[config.mk]
export PLATFORM = sky130hd
export DESIGN_NAME = imem_loader
export DESIGN_NICKNAME = d
export VERILOG_FILES = /design/src/rtl/imem_loader.sv
export SDC_FILE = /design/constraint.sdc
export NUM_CORES = 1
export LEC_CHECK = 0
export ABC_AREA = 1
export CORE_UTILIZATION = 58
export CTS_BUF_LIST = sky130_fd_sc_hd__clkbuf_16
export DETAILED_ROUTE_END_ITERATION = 8
export GPL_ROUTABILITY_DRIVEN = 0
export PLACE_DENSITY = 0.9
export RECOVER_POWER = 100
export SKIP_LAST_GASP = 1
export SLEW_MARGIN = 20
export SYNTH_ARGS = -nofsm -noshare
export SYNTH_HDL_FRONTEND = slang
export SYNTH_SLANG_ARGS = --single-unit
[constraint.sdc]
create_clock -name clk -period 4.7 [get_ports clk]
set_input_delay 0.705 -clock clk [delete_from_list [all_inputs] [get_ports clk]]
set_output_delay 0.705 -clock clk [all_outputs]
set_load 0.1 [all_outputs]
[src/rtl/imem_loader.sv]
// imem_loader: byte-wide host port that writes a program into instruction
// memory, verifies a trailing checksum byte and restarts the core from pc=0.
//
// Ports:
//   clk, rst_n      core clock, asynchronous active-low reset
//   ld_mode_i       async; high requests a load session
//   ld_strobe_i     async; a rising edge presents one byte on ld_data_i
//   ld_data_i       byte value, stable while ld_strobe_i is high
//   imem_we/waddr/wdata  one-cycle registered imem write port
//   core_hold       core freezes pc, acc and dmem writes while high
//   core_restart    one-cycle pulse: core resets pc and acc
//   ld_busy         high while loading bytes or waiting for the checksum
//   ld_err          sticky: the last session failed (bad checksum or abort)
module imem_loader #(
    parameter int unsigned IMEM_SZ     = 16,
    parameter int unsigned ADDR_W      = 4,
    parameter int unsigned DATA_W      = 8,
    parameter int unsigned SYNC_STAGES = 2
) (
    input  logic              clk,
    input  logic              rst_n,
    input  logic              ld_mode_i,
    input  logic              ld_strobe_i,
    input  logic [DATA_W-1:0] ld_data_i,
    output logic              imem_we,
    output logic [ADDR_W-1:0] imem_waddr,
    output logic [DATA_W-1:0] imem_wdata,
    output logic              core_hold,
    output logic              core_restart,
    output logic              ld_busy,
    output logic              ld_err
);

    localparam logic [ADDR_W-1:0] LAST_ADDR = ADDR_W'(IMEM_SZ - 1);

    typedef enum logic [2:0] {
        S_IDLE  = 3'd0,
        S_LOAD  = 3'd1,
        S_CHK   = 3'd2,
        S_START = 3'd3,
        S_RUN   = 3'd4,
        S_ERR   = 3'd5
    } state_t;

    // Synchronizer chains for the two asynchronous host controls
    logic [SYNC_STAGES-1:0] mode_sync;
    logic [SYNC_STAGES-1:0] stb_sync;
    logic                   stb_prev;
    logic                   mode_s;
    logic                   stb_rise;

    state_t            state_q, state_d;
    logic [ADDR_W-1:0] addr_q, addr_d;
    logic [DATA_W-1:0] sum_q, sum_d;
    logic              err_d;
    logic              we_d;
    logic [ADDR_W-1:0] waddr_d;
    logic [DATA_W-1:0] wdata_d;
    logic              hold_d;
    logic              restart_d;
    logic              busy_d;
    logic [DATA_W-1:0] sum_plus_byte;

    assign mode_s        = mode_sync[SYNC_STAGES-1];
    assign stb_rise      = stb_sync[SYNC_STAGES-1] & ~stb_prev;
    assign sum_plus_byte = sum_q + ld_data_i;

    // State register, datapath and registered outputs
    always_ff @(posedge clk or negedge rst_n) begin
        if (!rst_n) begin
            mode_sync    <= '0;
            stb_sync     <= '0;
            stb_prev     <= 1'b0;
            state_q      <= S_IDLE;
            addr_q       <= '0;
            sum_q        <= '0;
            ld_err       <= 1'b0;
            imem_we      <= 1'b0;
            imem_waddr   <= '0;
            imem_wdata   <= '0;
            core_hold    <= 1'b0;
            core_restart <= 1'b0;
            ld_busy      <= 1'b0;
        end else begin
            mode_sync    <= {mode_sync[SYNC_STAGES-2:0], ld_mode_i};
            stb_sync     <= {stb_sync[SYNC_STAGES-2:0], ld_strobe_i};
            stb_prev     <= stb_sync[SYNC_STAGES-1];
            state_q      <= state_d;
            addr_q       <= addr_d;
            sum_q        <= sum_d;
            ld_err       <= err_d;
            imem_we      <= we_d;
            imem_waddr   <= waddr_d;
            imem_wdata   <= wdata_d;
            core_hold    <= hold_d;
            core_restart <= restart_d;
            ld_busy      <= busy_d;
        end
    end

    // Next-state and datapath update; an abort (mode low) beats a strobe
    always_comb begin
        state_d = state_q;
        addr_d  = addr_q;
        sum_d   = sum_q;
        err_d   = ld_err;
        we_d    = 1'b0;
        waddr_d = imem_waddr;
        wdata_d = imem_wdata;
        unique case (state_q)
            S_IDLE: begin
                if (mode_s) begin
                    state_d = S_LOAD;
                    addr_d  = '0;
                    sum_d   = '0;
                    err_d   = 1'b0;
                end
            end
            S_LOAD: begin
                if (!mode_s) begin
                    state_d = S_ERR;
                    err_d   = 1'b1;
                end else if (stb_rise) begin
                    we_d    = 1'b1;
                    waddr_d = addr_q;
                    wdata_d = ld_data_i;
                    sum_d   = sum_plus_byte;
                    // Address saturates at the last word; no wrap
                    if (addr_q == LAST_ADDR) begin
                        state_d = S_CHK;
                    end else begin
                        addr_d = addr_q + ADDR_W'(1);
                    end
                end
            end
            S_CHK: begin
                if (!mode_s) begin
                    state_d = S_ERR;
                    err_d   = 1'b1;
                end else if (stb_rise) begin
                    if (sum_plus_byte == '0) begin
                        state_d = S_START;
                    end else begin
                        state_d = S_ERR;
                        err_d   = 1'b1;
                    end
                end
            end
            S_START: begin
                state_d = S_RUN;
            end
            S_RUN: begin
                if (!mode_s) state_d = S_IDLE;
            end
            S_ERR: begin
                if (!mode_s) state_d = S_IDLE;
            end
            default: begin
                state_d = S_IDLE;
            end
        endcase
    end

    // Outputs are decoded from the next state so the registered copies
    // line up with the state they describe
    always_comb begin
        hold_d    = 1'b0;
        restart_d = 1'b0;
        busy_d    = 1'b0;
        unique case (state_d)
            S_IDLE:  hold_d = err_d;
            S_LOAD:  begin hold_d = 1'b1; busy_d = 1'b1; end
            S_CHK:   begin hold_d = 1'b1; busy_d = 1'b1; end
            S_START: begin hold_d = 1'b1; restart_d = 1'b1; end
            S_RUN:   hold_d = 1'b0;
            S_ERR:   hold_d = 1'b1;
            default: hold_d = 1'b0;
        endcase
    end

endmodule

==> results.json, run 1 <==
{
  "status": "complete, but fails checks",
  "violations": "max-capacitance violations, max-slew violations",
  "hp-class": "register to register",
  "endpoint": "addr_q[2]",
  "detailed_place_hpwl_um": 2890,
  "crit_fanout": 29,
  "die_h_um": 60.7,
  "ys.flop_type": "dfrtp_1",
  "n_fill_cell": 244,
  "finalSetupViolCount": 0,
  "cts_setup_buffers": 0,
  "synth_area_leader_cell": "dfrtp_1",
  "coreArea_sq_mm": 0.00315,
  "path_clk_slew_ps": 50,
  "ir_drop_v": 0.000499,
  "totalPowerFinal_mw": 1.82,
  "diodes": 0,
  "yosysSeqAreaShare_pct": 46.3,
  "grt_pass1_vias": 1682,
  "timing_worst_setup_path_type": "register to register",
  "die_area_sq_mm": 0.00368,
  "max-cap-violations": 1,
  "h-tree-depth": 2,
  "required_ps": 4870,
  "wl_um": 4260,
  "fin_setup_tns_ps": 0,
  "yosysWarnings": 0,
  "cts_root_buffer": "clkbuf_16",
  "fmax_mhz": 310,
  "cts_tree": "built",
  "wire_per_inst_um": 13.7,
  "area_growth_pct": 19.2,
  "pwr-share-seq_pct": 27.1,
  "reg2reg_from": "state_q[1]",
  "floorplan.initialDensity_pct": 63.4,
  "dr.pass1.iters": 4,
  "clockBufferDepth": 2,
  "multi_input_area_sq_um": 872,
  "whs_ps": 348,
  "r2r_setup_slack_ps": 1480,
  "ys_top_cells_by_count": "nand2_1, dfrtp_1, inv_1, nand3_1, o21ai_1",
  "yosysMostFrequentCell": "nand2_1",
  "dp_cells": 305,
  "ios": 29,
  "grt_max_degree": 38,
  "overflow": 0,
  "cts_buffers": 5,
  "tightest_slew_ps": 1900,
  "num_rows": 20,
  "stdcell_count": 311,
  "place_area_sq_mm": 0.00228,
  "power_leakage_nw": 1.25,
  "finalCritPeriodShare_pct": 68.6,
  "dieWidth_um": 60.7,
  "synth_cell_types": 29,
  "clkSinkCount": 37,
  "slew_headroom_pct": -26.4,
  "drive_above_1_share_pct": 8.61,
  "setup_ws_ps": 1480,
  "fin_crit_ps": 3220,
  "antenna_found_initial": 0,
  "port_buffers": 28,
  "p_sw_uw": 957,
  "rsz0062_at_grt": "no",
  "grtUsageTotal_pct": 26.8,
  "pwr-share-comb_pct": 56.2,
  "ys_ff_latch": 37,
  "synth.area.top_cells": "dfrtp_1, nand2_1, nand3_1",
  "via_per_inst": 5.44,
  "clk_latency_ps": 280,
  "async_flop_share_pct": 100,
  "fin_skew_ps": 3.73,
  "slew_viol_final": 38,
  "ant_nets": 0,
  "cts_resized": 0,
  "syn_avg_cell_area_sq_um": 8.40,
  "critPathLaunch": "state_q[1]",
  "grt_pass1_wl_um": 7020,
  "worstPathArrival_ps": 3390,
  "end_kind": "register",
  "pre_cts_slack_ps": 1810,
  "regArea_sq_um": 926,
  "p_clk_share_pct": 16.7,
  "worstRegToRegCells": 10,
  "p_int_uw": 866,
  "nets": 289,
  "syn_nets": 259,
  "reg2reg_to": "addr_q[2]",
  "synth.top_cell.area_share_pct": 46.3,
  "final-hold-violation-count": 0,
  "drt_iter0_markers": 70,
  "cp-start-kind": "register",
  "syn_area_sq_mm": 0.00200,
  "powerDensity_mw_per_mm2": 765,
  "via_count": 1693,
  "utilization_pct": 75.5,
  "switching_share_pct": 52.5,
  "syn_inst": 238,
  "holdBufCountCts": 0,
  "synth_edf_count": 0,
  "drc": 0,
  "postLayoutCellArea_sq_mm": 0.00238
}
[per-layer routing]
metal / global-route usage [%] / vias up / share of wire (%) / wire length [um]
li1: - / 818 / - / -
met1: 28.9 / 803 / 41 / 1740
met2: 48.4 / 59 / 51 / 2190
met4: 10.4 / 0 / 1.6 / 70
met5: 0 / - / 0 / 0
met3: 9.17 / 13 / 6.1 / 258
[worst min path at each step]
stage	startpoint	end	slack [ps]	cells past startpoint
global placement	stb_sync[0]	stb_sync[1]	330	0
CTS	stb_sync[0]	stb_sync[1]	350	0
global route	stb_sync[0]	stb_sync[1]	350	0
floorplan	mode_sync[0]	mode_sync[1]	330	0
finish	mode_sync[0]	mode_sync[1]	350	0
detailed placement	stb_sync[0]	stb_sync[1]	340	0
[power groups by stage]
stage	combinational (mW)	clock (mW)	sequential [mW]
5_1_grt	1.10	0.318	0.506
3_5_place_dp	1.05	0	0.500
6_report	1.02	0.305	0.493
4_1_cts	1.06	0.310	0.496
2_1_floorplan	0.416	0	0.906
3_3_place_gp	1.02	0	0.495
[registers in the layout, indices dropped and copies added, names as in the netlist]
name          flops
ld_busy           1
core_hold         1
ld_err            1
mode_sync         2
imem_waddr        4
stb_sync          2
addr_q            4
stb_prev          1
imem_we           1
imem_wdata        8
sum_q             8
core_restart      1
state_q           3
[kinds of logic (layout without fill, tap and decap cells)]
group	count (synthesis)	after routing	synth area share [%]
AOI/OAI and AO/OA	25	25	7.20
xor gates and xnor gates	3	3	1.32
adders and majority gates	9	9	6.01
buffers and inverters	38	67	8.39
DFF	37	37	46.3
and+or+nand+nor	126	126	30.7
[cells in the final DEF, fill, tap and decap left out, drive strengths merged, types with 2 or more instances in the layout]
cell           instances
a21oi                  7
inv                   32
o21ai                 16
nor2                  14
clkdlybuf4s50          7
clkbuf                 6
dlygate4sd3           20
xor2                   2
ha                     8
nor3                   2
nand4                  3
nand3                 28
dfrtp                 37
nand2                 78
clkinv                 2
[area by class of cell]
cell class              instances  area share, %
clock inverters                 1          0.210
clock buffers                   5           5.25
multi-input cells             163           36.6
inverters                      33           5.20
repair buffers                 28           11.5
well taps                      44           2.31
flip-flops and latches         37           38.9
[worst max-delay path, stage by stage, from the launching register on]
cell and delay [ps]:
dfrtp_1 430, nor2_1 130, clkinv_1 90, nor2_1 240, inv_1 140, nor2_1 730, inv_1 670, o21ai_4 420
nand3_1 140, nand2_1 80, a21oi_1 50
Power figures use the tool's default switching activity.
==> inputs of run 2 (changes only) <==
CORE_UTILIZATION = 54   (was 58)
PLACE_DENSITY = 0.85   (was 0.9)
clock period = 3 ns   (was 4.7 ns; I/O delays follow)
==> run 2 against run 1 <==
The flow still finishes with violations (max-capacitance violations, max-slew violations); wire length down 3.1%; cell area down 2.2%; via count shrank 0.59%; power rose by 58%; clock skew barely moved; hold slack got worse by 0.88 ps; final cell count rose by 1.6%; sequential cell count did not move.
==> results.json, run 2 (synthesized netlist as in run 1, its figures left out) <==
{
  "status": "complete, but fails checks",
  "violations": "max-capacitance violations, max-slew violations",
  "max-cap-violations": 1,
  "path_clk_slew_ps": 50,
  "grt_pass1_wl_um": 7310,
  "worstPathArrival_ps": 2740,
  "clkSinkCount": 37,
  "clockBufferDepth": 2,
  "power_leakage_nw": 1.21,
  "grt.busiest_layer": "met2",
  "ant_nets": 0,
  "slew_viol_final": 38,
  "detailed_place_hpwl_um": 2860,
  "grt_max_degree": 38,
  "reg2reg_from": "state_q[1]",
  "floorplan.initialDensity_pct": 58.1,
  "cts_root_buffer": "clkbuf_16",
  "wl_um": 4130,
  "drc": 0,
  "drt_iter0_markers": 106,
  "num_rows": 21,
  "grt_pass1_vias": 1642,
  "overflow": 0,
  "ios": 29,
  "tightest_slew_ps": 1870,
  "cp-start-kind": "primary input",
  "nets": 290,
  "grtUsageTotal_pct": 24.0,
  "final-hold-violation-count": 0,
  "holdBufCountCts": 0,
  "worstRegToRegCells": 11,
  "h-tree-depth": 2,
  "diodes": 0,
  "cts_buffers": 5,
  "hp-class": "register to register",
  "fmax_mhz": 388,
  "dr.pass1.iters": 4,
  "rsz0062_at_grt": "no",
  "area_growth_pct": 16.5,
  "stdcell_count": 316,
  "cts_resized": 0,
  "fin_setup_tns_ps": 0,
  "via_per_inst": 5.33,
  "required_ps": 3160,
  "place_area_sq_mm": 0.00225,
  "fin_crit_ps": 2580,
  "final_common_cell": "nand2_1",
  "cts_tree": "built",
  "met2_usage_pct": 39.3,
  "utilization_pct": 67.6,
  "critPathLaunch": "ld_data_i[0]",
  "slew_headroom_pct": -25.0,
  "end_kind": "register",
  "fin_skew_ps": 3.29,
  "gr-usage-met3_pct": 5.11,
  "timing_worst_setup_path_type": "primary input to register",
  "dieWidth_um": 62.8,
  "top_regs": "imem_wdata: 8 flops, sum_q: 8 flops",
  "powerDensity_mw_per_mm2": 1240,
  "totalPowerFinal_mw": 2.88,
  "crit_fanout": 3,
  "via_count": 1683,
  "cts_setup_buffers": 0,
  "final_cell_mix": "nand2_1, dfrtp_1, inv_1, nand3_1, clkbuf_1",
  "dp_cells": 308,
  "grt_use_met1_pct": 30.3,
  "coreArea_sq_mm": 0.00344,
  "die_area_sq_mm": 0.00395,
  "finalCritPeriodShare_pct": 86.0,
  "wire_per_inst_um": 13.1,
  "finalSetupViolCount": 0,
  "port_buffers": 28,
  "endpoint": "core_hold",
  "n_fill_cell": 294,
  "drive_above_1_share_pct": 10.0,
  "antenna_found_initial": 0,
  "postLayoutCellArea_sq_mm": 0.00233,
  "ir_drop_v": 0.000495,
  "clk_latency_ps": 280,
  "die_h_um": 62.8,
  "r2r_setup_slack_ps": 480,
  "reg2reg_to": "addr_q[2]"
}
run 2: worst min path at each step:
stage | from | to | slack (ps) | cells after the start
after floorplan | rst_n | addr_q[0] | 150 | 0
after global placement | mode_sync[0] | mode_sync[1] | 330 | 0
after detailed placement | mode_sync[0] | mode_sync[1] | 330 | 0
after CTS | rst_n | sum_q[5] | 280 | 1
after global routing | stb_sync[0] | stb_sync[1] | 350 | 0
final | stb_sync[0] | stb_sync[1] | 350 | 0
run 2: report_power, final:
part	total (mW)	leakage (nW)	internal, mW	switching (mW)
Clock	0.575	0.0826	0.386	0.190
Sequential	0.784	0.474	0.669	0.115
Combinational	1.53	0.650	0.319	1.21
run 2: metal layers:
layer | vias to the layer above | wire [um]
li1 | 825 | -
met5 | - | 0
met1 | 808 | 1900
met2 | 41 | 1970
met4 | 0 | 88
met3 | 9 | 172
run 2: final cells by class:
class	instances	area, sq um	share of cell area [%]
repair buffers	29	171	7.36
clock inverters	3	37.5	1.61
multi-input cells	163	887	38.1
clock buffers	5	125	5.37
flip-flops and latches	37	926	39.8
well taps	46	57.6	2.47
inverters	33	124	5.32
run 2: critical path, cell delays in order:
cell and delay, ps:
dlygate4sd3_1 570, ha_1 250, fa_1 440, nand2_1 100
nand3_1 90, nand3_1 100, nand2_1 50, nand2_1 70
nand2_2 50, nor2_1 120, nand2_2 60, nand3_1 100
nand2_1 70, nor2_1 130, o21ai_0 90
run 2: metrics by stage:
stage	hold WS, ps	worst slack (ps)
6_report	347	420
3_3_place_gp	332	442
4_1_cts	285	629
5_1_grt	351	247
3_5_place_dp	335	347
2_1_floorplan	154	963
==> inputs of run 3 (changes only) <==
ABC_CLOCK_PERIOD_IN_PS = 3000   (was unset)
==> results of run 3 <==
The final DEF is identical to that of run 2; final timing and power are the same.
